--- src/rtl/row_clearer.sv ---
// Line-clear stage: removes full rows bottom-up and collapses the board one step per cycle.
// Optional saturating score accumulator is built when ROW_CLEAR_SCORE_EN is defined.

module row_clearer_row #(
    parameter int COLS = 12
) (
    input  logic            i_shift,
    input  logic            i_top,
    input  logic [COLS-1:0] i_cur,
    input  logic [COLS-1:0] i_above,
    output logic [COLS-1:0] o_next
);
    always_comb begin
        o_next = i_cur;
        if (i_shift) o_next = i_top ? '0 : i_above;
    end
endmodule

module row_clearer #(
    parameter int COLS    = 12,
    parameter int ROWS    = 12,
    parameter int SCORE_W = 16
) (
    input  logic                 clk,
    input  logic                 reset,
    input  logic                 start,
    input  logic [ROWS*COLS:0]   board_in,
    output logic                 busy,
    output logic                 done,
    output logic [ROWS*COLS:0]   board_out,
    output logic [3:0]           lines_cleared,
    output logic [SCORE_W-1:0]   score
);
    localparam int CW = ROWS * COLS;
    localparam int PW = $clog2(ROWS);

    typedef enum logic {S_IDLE, S_SCAN} state_t;

    state_t           r_state, w_next_state;
    logic [CW-1:0]    r_work;
    logic [CW-1:0]    w_work_nx;
    logic [PW-1:0]    r_ptr;
    logic [3:0]       r_cnt;
    logic             r_done;
    logic [CW-1:0]    r_board_out;
    logic [3:0]       r_lines;
    logic [COLS-1:0]  w_row;
    logic             w_full;
    logic             w_load, w_shift, w_dec, w_finish;
    logic             w_unused;

    assign w_unused = board_in[CW];
    assign w_row    = r_work[int'(r_ptr)*COLS +: COLS];
    assign w_full   = &w_row;

    // A clear shifts every row at or above the pointer down by one in a single cycle.
    for (genvar k = 0; k < ROWS; k++) begin : g_row
        logic [COLS-1:0] w_above;
        if (k == 0) begin : g_top
            assign w_above = '0;
        end else begin : g_mid
            assign w_above = r_work[(k-1)*COLS +: COLS];
        end
        row_clearer_row #(.COLS(COLS)) u_row (
            .i_shift (w_shift && (r_ptr >= PW'(k))),
            .i_top   (k == 0),
            .i_cur   (r_work[k*COLS +: COLS]),
            .i_above (w_above),
            .o_next  (w_work_nx[k*COLS +: COLS])
        );
    end

    always_ff @(posedge clk or posedge reset) begin
        if (reset) r_state <= S_IDLE;
        else       r_state <= w_next_state;
    end

    always_comb begin
        w_next_state = r_state;
        w_load       = 1'b0;
        w_shift      = 1'b0;
        w_dec        = 1'b0;
        w_finish     = 1'b0;
        case (r_state)
            S_IDLE: begin
                if (start) begin
                    w_load       = 1'b1;
                    w_next_state = S_SCAN;
                end
            end
            S_SCAN: begin
                if (w_full) begin
                    w_shift = 1'b1;
                end else if (r_ptr != '0) begin
                    w_dec = 1'b1;
                end else begin
                    w_finish     = 1'b1;
                    w_next_state = S_IDLE;
                end
            end
            default: w_next_state = S_IDLE;
        endcase
    end

    always_ff @(posedge clk or posedge reset) begin
        if (reset) begin
            r_work      <= '0;
            r_ptr       <= '0;
            r_cnt       <= '0;
            r_done      <= 1'b0;
            r_board_out <= '0;
            r_lines     <= '0;
        end else begin
            r_done <= w_finish;
            if (w_load) begin
                r_work <= board_in[CW-1:0];
                r_ptr  <= PW'(ROWS - 1);
                r_cnt  <= '0;
            end else if (w_shift) begin
                r_work <= w_work_nx;
                r_cnt  <= r_cnt + 4'd1;
            end else if (w_dec) begin
                r_ptr <= r_ptr - PW'(1);
            end
            if (w_finish) begin
                r_board_out <= r_work;
                r_lines     <= r_cnt;
            end
        end
    end

`ifdef ROW_CLEAR_SCORE_EN
    logic [SCORE_W-1:0] r_score;
    logic [4:0]         w_weight;
    logic [SCORE_W:0]   w_sum;

    // Weight is 2L-1 for L>0; the add saturates instead of wrapping.
    assign w_weight = (r_cnt == 4'd0) ? 5'd0 : ({1'b0, r_cnt} << 1) - 5'd1;
    assign w_sum    = {1'b0, r_score} + (SCORE_W+1)'(w_weight);

    always_ff @(posedge clk or posedge reset) begin
        if (reset) begin
            r_score <= '0;
        end else if (w_finish) begin
            r_score <= w_sum[SCORE_W] ? '1 : w_sum[SCORE_W-1:0];
        end
    end

    assign score = r_score;
`else
    assign score = '0;
`endif

    assign busy          = (r_state == S_SCAN);
    assign done          = r_done;
    assign board_out     = {1'b0, r_board_out};
    assign lines_cleared = r_lines;
endmodule

--- config.mk ---
export PLATFORM = sky130hd
export DESIGN_NAME = row_clearer
export DESIGN_NICKNAME = d
export VERILOG_FILES = /design/src/rtl/row_clearer.sv
export SDC_FILE = /design/constraint.sdc
export NUM_CORES = 1
export LEC_CHECK = 0
export BUFFER_PORTS_ARGS = -buffer_cell sky130_fd_sc_hd__buf_4
export CAP_MARGIN = 20
export CORE_MARGIN = 2
export CORE_UTILIZATION = 55
export DETAILED_ROUTE_END_ITERATION = 16
export PLACE_DENSITY = 0.92
export SYNTH_ARGS = -nofsm -noshare
export SYNTH_HDL_FRONTEND = slang
export SYNTH_HIERARCHICAL = 1
export SYNTH_SLANG_ARGS = --single-unit
--- constraint.sdc ---
create_clock -name clk -period 13.2 [get_ports clk]
set_input_delay 1.98 -clock clk [delete_from_list [all_inputs] [get_ports clk]]
set_output_delay 1.98 -clock clk [all_outputs]
set_load 0.1 [all_outputs]
==> flow_summary.toml, run 1 <==
[run_status]
status = "completed"

[floorplan]
initial_core_util_pct = 56.28
core-area_sq_mm = 0.02710
die_y_um = 170.5
die_x_um = 170.5
fp-row-count = 60
die_area_sq_mm = 0.02908
ios = 315

[synthesis]
yosysTopAreaCell = "dfrtp_1"
synth_ff_type = "dfrtp_1"
synth.cell_area_sq_mm = 0.01525
synth_cells = 1423
ys_seq_area_share_pct = 49.55
ys_warn_count = 6
synthTopCellsByArea = "dfrtp_1 50%, a32oi_1 8.2%, nand2_1 7.7%"
ys_seq_elements = 302
syn_area_per_cell_sq_um = 10.72
synthArstFlopShare_pct = 100.0
synth_top_cell_area_share_pct = 49.55
synth_cell_types = 50
synth-edff-count = 0

[global_route]
antenna_found_initial = 0
grt_pass1_vias = 12920
grt_overflow = 0
grt_pass1_wl_um = 71780
grt_start_max_net_pins = 105
grt_usage_pct = 31.38

[sta]
rsz0062_at_grt = "no"
setup_tns_ns = 0
setup_viol = 0
slew_headroom_pct = 21.72
hold_viol = 0
worst_pin_slew_ns = 1.174
fin_crit_ns = 5.500
max_freq_mhz = 181.8
drv_slew = 0
min_period_over_period_pct = 41.66
fin_skew_ns = 0.01149

[layout]
antenna_cells = 0
area_delta_synth_final_pct = 21.82
drive_gt1_share_pct = 24.93
nNetsFinal = 1859

[job]
drv_cap = 0

[clock_tree]
cts_max_level = 1
cts_resized = 0
clockBufferDepth = 3
cts_sinks = 302
cts_root_buffer = "clkbuf_16"
clk_pin_slew_worst_paths_ns = 0.07
numCtsBuffers = 31
postCtsHoldBufs = 0
clock_latency_ns = 0.56
cts_setup_buffers = 0
cts_tree = "yes"

[critical_path]
startpoint_type = "flop"
cp.required_ns = 13.64
path_class = "reg2reg"
end_kind = "flop"
arrival_ns = 5.94
cp_max_fo = 78

[placed_design]
place_hpwl_um = 30900
gp_congestion = 0.8749
numPortBuffers = 296

[drt]
vias_per_cell = 6.369
ant_nets = 0
drt_iter0_markers = 1971
remaining_drc_errors = 0
avgRoutedWirePerCell_um = 22.32
wl_um = 46890
route.vias.total = 13380
drtPass1Iterations = 8

[worst_hold_path]
min_path_type = "reg2reg"
[cell usage after synthesis, types with 2 or more instances]
cell       number
a21oi_1        17
nor2_1         19
nand2b_1        8
buf_6          22
buf_1           3
nand3b_1       25
buf_2          31
dfrtp_1       302
a31oi_1         3
o21ai_0        31
clkbuf_1       49
conb_1          2
mux4_2          3
nor2b_4        12
nand4_1        13
mux2_2         49
mux2i_1        12
o221ai_1        2
o211ai_1        6
mux2_1        100
nor2b_1         9
a211oi_1        5
nor3_1          3
a211o_1         2
nor4_1          2
o22ai_1         2
ha_1            5
nand3_1        21
nand4b_1        5
a22o_1        120
o21a_1          2
buf_4          18
nand2_1       314
o2111ai_1       3
inv_1          42
a32oi_1       143
and4b_1         4
or4_1           2
[metrics by stage]
step | setup slack [ns] | std cells | hold WS [ns] | cell area [sq um] | util, %
2_1_floorplan | 2.874 | 1486 | 0.4851 | 15490 | -
3_3_place_gp | 7.864 | 2045 | 0.4681 | 17590 | 64.90
3_5_place_dp | 7.750 | 2045 | 0.4760 | 17590 | 64.90
4_1_cts | 7.738 | 2101 | 0.4905 | 18580 | 68.56
5_1_grt | 7.429 | 2101 | 0.4998 | 18580 | 68.56
6_report | 7.700 | 2101 | 0.4897 | 18580 | 68.56
[critical path, stage by stage, from the launching register on]
cell and delay [ns]:
dfrtp_2 1.00, inv_2 0.34, mux4_2 0.55, mux2i_1 0.17, nor3b_1 0.28, a31o_4 0.80
buf_4 0.80, nor3_4 0.08, buf_4 0.35, buf_4 0.42, mux2_1 0.45
[registers in the layout (all words and copies together) (netlist names)]
| signal | count |
|---|---|
| busy | 1 |
| done | 1 |
| lines_cleared | 4 |
| r_board_out | 144 |
| r_cnt | 4 |
| r_ptr | 4 |
| r_work | 144 |
[cell families (layout without fill, tap and decap cells)]
family                   after synthesis  count (layout)  share of synthesized area, %
AO/OA/AOI/OAI                        343             343                         18.38
flip-flops                           302             302                         49.55
multiplexers                         164             164                         12.23
AND/OR/NAND/NOR                      441             441                         13.51
other                                  2              65                       0.04924
buffers and inverters                166             409                         5.865
adder cells (fa/ha/maj)                5               5                        0.4102
[cells in the final DEF, fill, tap and decap left out, types with 41 or more instances in the layout]
cell type	synthesis	final
a32oi_1	143	143
mux2_1	100	100
mux2_2	49	49
inv_1	42	41
a22o_1	120	120
buf_4	18	310
nand2_1	314	314
conb_1	2	65
dfrtp_1	302	300
[metal layers]
metal  wire length (um)  GRT usage (%)
met5                  0              0
met1              17730          41.38
met3               4616          6.014
met4               2266          12.93
met2              22290          51.21
[layout make-up]
| type | count | area, sq um |
|---|---|---|
| fill | 1914 | 8521 |
| sequential | 302 | 7562 |
| multi-input combinational | 1018 | 7064 |
| timing repair buffer | 310 | 2327 |
| clock buffer | 44 | 874.6 |
| tap | 372 | 465.4 |
| inverter | 43 | 168.9 |
| clock inverter | 12 | 117.6 |
[worst paths after layout]
kind | from | endpoint | slack (ns) | depth (start not counted)
min in group asynchronous | reset | r_board_out[87] | 1.51 | 2
hold reg to reg | r_board_out[55] | r_board_out[55] | 0.49 | 1
hold / removal | r_board_out[55] | r_board_out[55] | 0.49 | 1
setup reg to reg | r_ptr[1] | r_board_out[6] | 7.70 | 10
max in group asynchronous | reset | r_work[22] | 8.73 | 5
setup / recovery | r_ptr[1] | r_board_out[6] | 7.70 | 10
Power of run 1 is left out: the tool's default activity adds up to more than one toggle a clock period on the data nets, which glitch-free logic cannot reach.
==> run 2: changes to the inputs <==
--- a/config.mk
+++ b/config.mk
@@ -8,9 +8,9 @@
 export BUFFER_PORTS_ARGS = -buffer_cell sky130_fd_sc_hd__buf_4
 export CAP_MARGIN = 20
 export CORE_MARGIN = 2
-export CORE_UTILIZATION = 55
+export CORE_UTILIZATION = 50
 export DETAILED_ROUTE_END_ITERATION = 16
-export PLACE_DENSITY = 0.92
+export PLACE_DENSITY = 0.89
 export SYNTH_ARGS = -nofsm -noshare
 export SYNTH_HDL_FRONTEND = slang
 export SYNTH_HIERARCHICAL = 1
==> constraint.sdc (replaced) <==
create_clock -name clk -period 4.5 [get_ports clk]
set_input_delay 0.675 -clock clk [delete_from_list [all_inputs] [get_ports clk]]
set_output_delay 0.675 -clock clk [all_outputs]
set_load 0.1 [all_outputs]
==> flow_summary.toml, run 2 (same netlist as run 1, synthesis figures left out) <==
[run_status]
status = "completed"

[floorplan]
initial_core_util_pct = 51.05
fp-row-count = 63
die_y_um = 178.7
ios = 315
die_area_sq_mm = 0.03192
die_x_um = 178.7
core-area_sq_mm = 0.02987

[clock_tree]
cts_setup_buffers = 0
clockBufferDepth = 3
cts_max_level = 1
cts_root_buffer = "clkbuf_16"
clk_pin_slew_worst_paths_ns = 0.06
cts_sinks = 302
clock_latency_ns = 0.56
cts_tree = "yes"
postCtsHoldBufs = 0
numCtsBuffers = 31
cts_resized = 0

[global_route]
grt_start_max_net_pins = 130
grt_pass1_vias = 12840
grt_usage_pct = 28.73
grt_pass1_wl_um = 72200
grt_overflow = 0
antenna_found_initial = 0

[sta]
worst_pin_slew_ns = 1.047
max_freq_mhz = 245.8
slew_headroom_pct = 30.17
setup_viol = 0
fin_skew_ns = 0.01723
setup_tns_ns = 0
rsz0062_at_grt = "no"
min_period_over_period_pct = 90.43
drv_slew = 0
hold_viol = 0
fin_crit_ns = 4.069

[critical_path]
cp-startpoint = "r_ptr[1]"
cp.required_ns = 4.95
arrival_ns = 4.51
r2r-start = "r_ptr[1]"
path_class = "reg2reg"
cp_max_fo = 23
end_kind = "flop"
startpoint_type = "flop"

[drt]
vias_per_cell = 6.276
drtPass1Iterations = 7
drt_iter0_markers = 1462
remaining_drc_errors = 0
avgRoutedWirePerCell_um = 22.16
ant_nets = 0
wl_um = 47040
route.vias.total = 13320

[layout]
drive_gt1_share_pct = 25.22
nFillCells = 2239
nNetsFinal = 1864
final_area_sq_mm = 0.01877
multi_input_area_sq_mm = 0.007064
largestRegisters = "r_board_out: 144 flops, r_work: 144 flops"
layout_commonest_cell = "nand2_1"
antenna_cells = 0
final_cell_mix = "314 x nand2_1, 310 x buf_4, 300 x dfrtp_1"
regArea_sq_mm = 0.007562
area_delta_synth_final_pct = 23.08

[placed_design]
numPortBuffers = 296
place_area_sq_mm = 0.01771
gp_congestion = 0.8542
place_hpwl_um = 31410

[job]
drv_cap = 0

[worst_hold_path]
min_path_type = "in2async"
-- run 2: cell count changes in the layout (fill, tap and decap cells not counted), moves of 2 or more --
cell / before / now
bufinv_16: 2 / 5
inv_6: 0 / 2
clkinv_2: 7 / 4
buf_12: 0 / 5
clkbuf_1: 8 / 6
-- run 2: final timing paths --
path | end | slack [ns] | cells after the start
setup / recovery | r_work[35] | 0.43 | 12
min in group clk | r_work[112] | 0.32 | 3
setup reg to reg | r_work[35] | 0.43 | 12
max in group asynchronous | r_work[20] | 3.29 | 3
hold / removal | r_work[84] | 0.16 | 2
hold reg to reg | r_board_out[49] | 0.49 | 1
-- run 2: cell type report --
type,count,area share (%)
timing repair buffer,315,12.93
inverter,43,0.8798
tap,390,2.599
multi-input combinational,1018,37.63
clock buffer,41,4.546
sequential,302,40.29
clock inverter,14,1.126
-- run 2: through the flow --
| stage | setup WS [ns] | utilization, % | hold slack [ns] | cells |
|---|---|---|---|---|
| after floorplan | -0.1900 | - | 0.4851 | 1486 |
| after global placement | 0.7142 | 59.27 | 0.4679 | 2068 |
| after detailed placement | 0.4968 | 59.27 | 0.4760 | 2068 |
| after CTS | 0.4822 | 62.83 | 0.1536 | 2123 |
| after global routing | 0.2311 | 62.83 | 0.1839 | 2123 |
| final | 0.4308 | 62.83 | 0.1634 | 2123 |
-- run 2: critical path, cell delays in order (launching register included) --
cell and delay, ns:
dfrtp_2 0.68, buf_4 0.32, nand3_1 0.16, o211ai_1 0.13, a21oi_1 0.11, a2111oi_0 0.63, a31o_4 0.27, nand2_1 0.25
a21oi_1 0.54, inv_1 0.32, a22o_1 0.28, a32oi_1 0.19, nand2_1 0.07
-- run 2: routing by layer --
layer	track usage [%]	share of wire (%)	wire, um
met1	39.10	39	18270
met2	46.49	48	22380
met3	4.877	9.8	4589
met4	10.33	3.8	1805
met5	0	0	0
Power of run 2 is left out for the same reason.
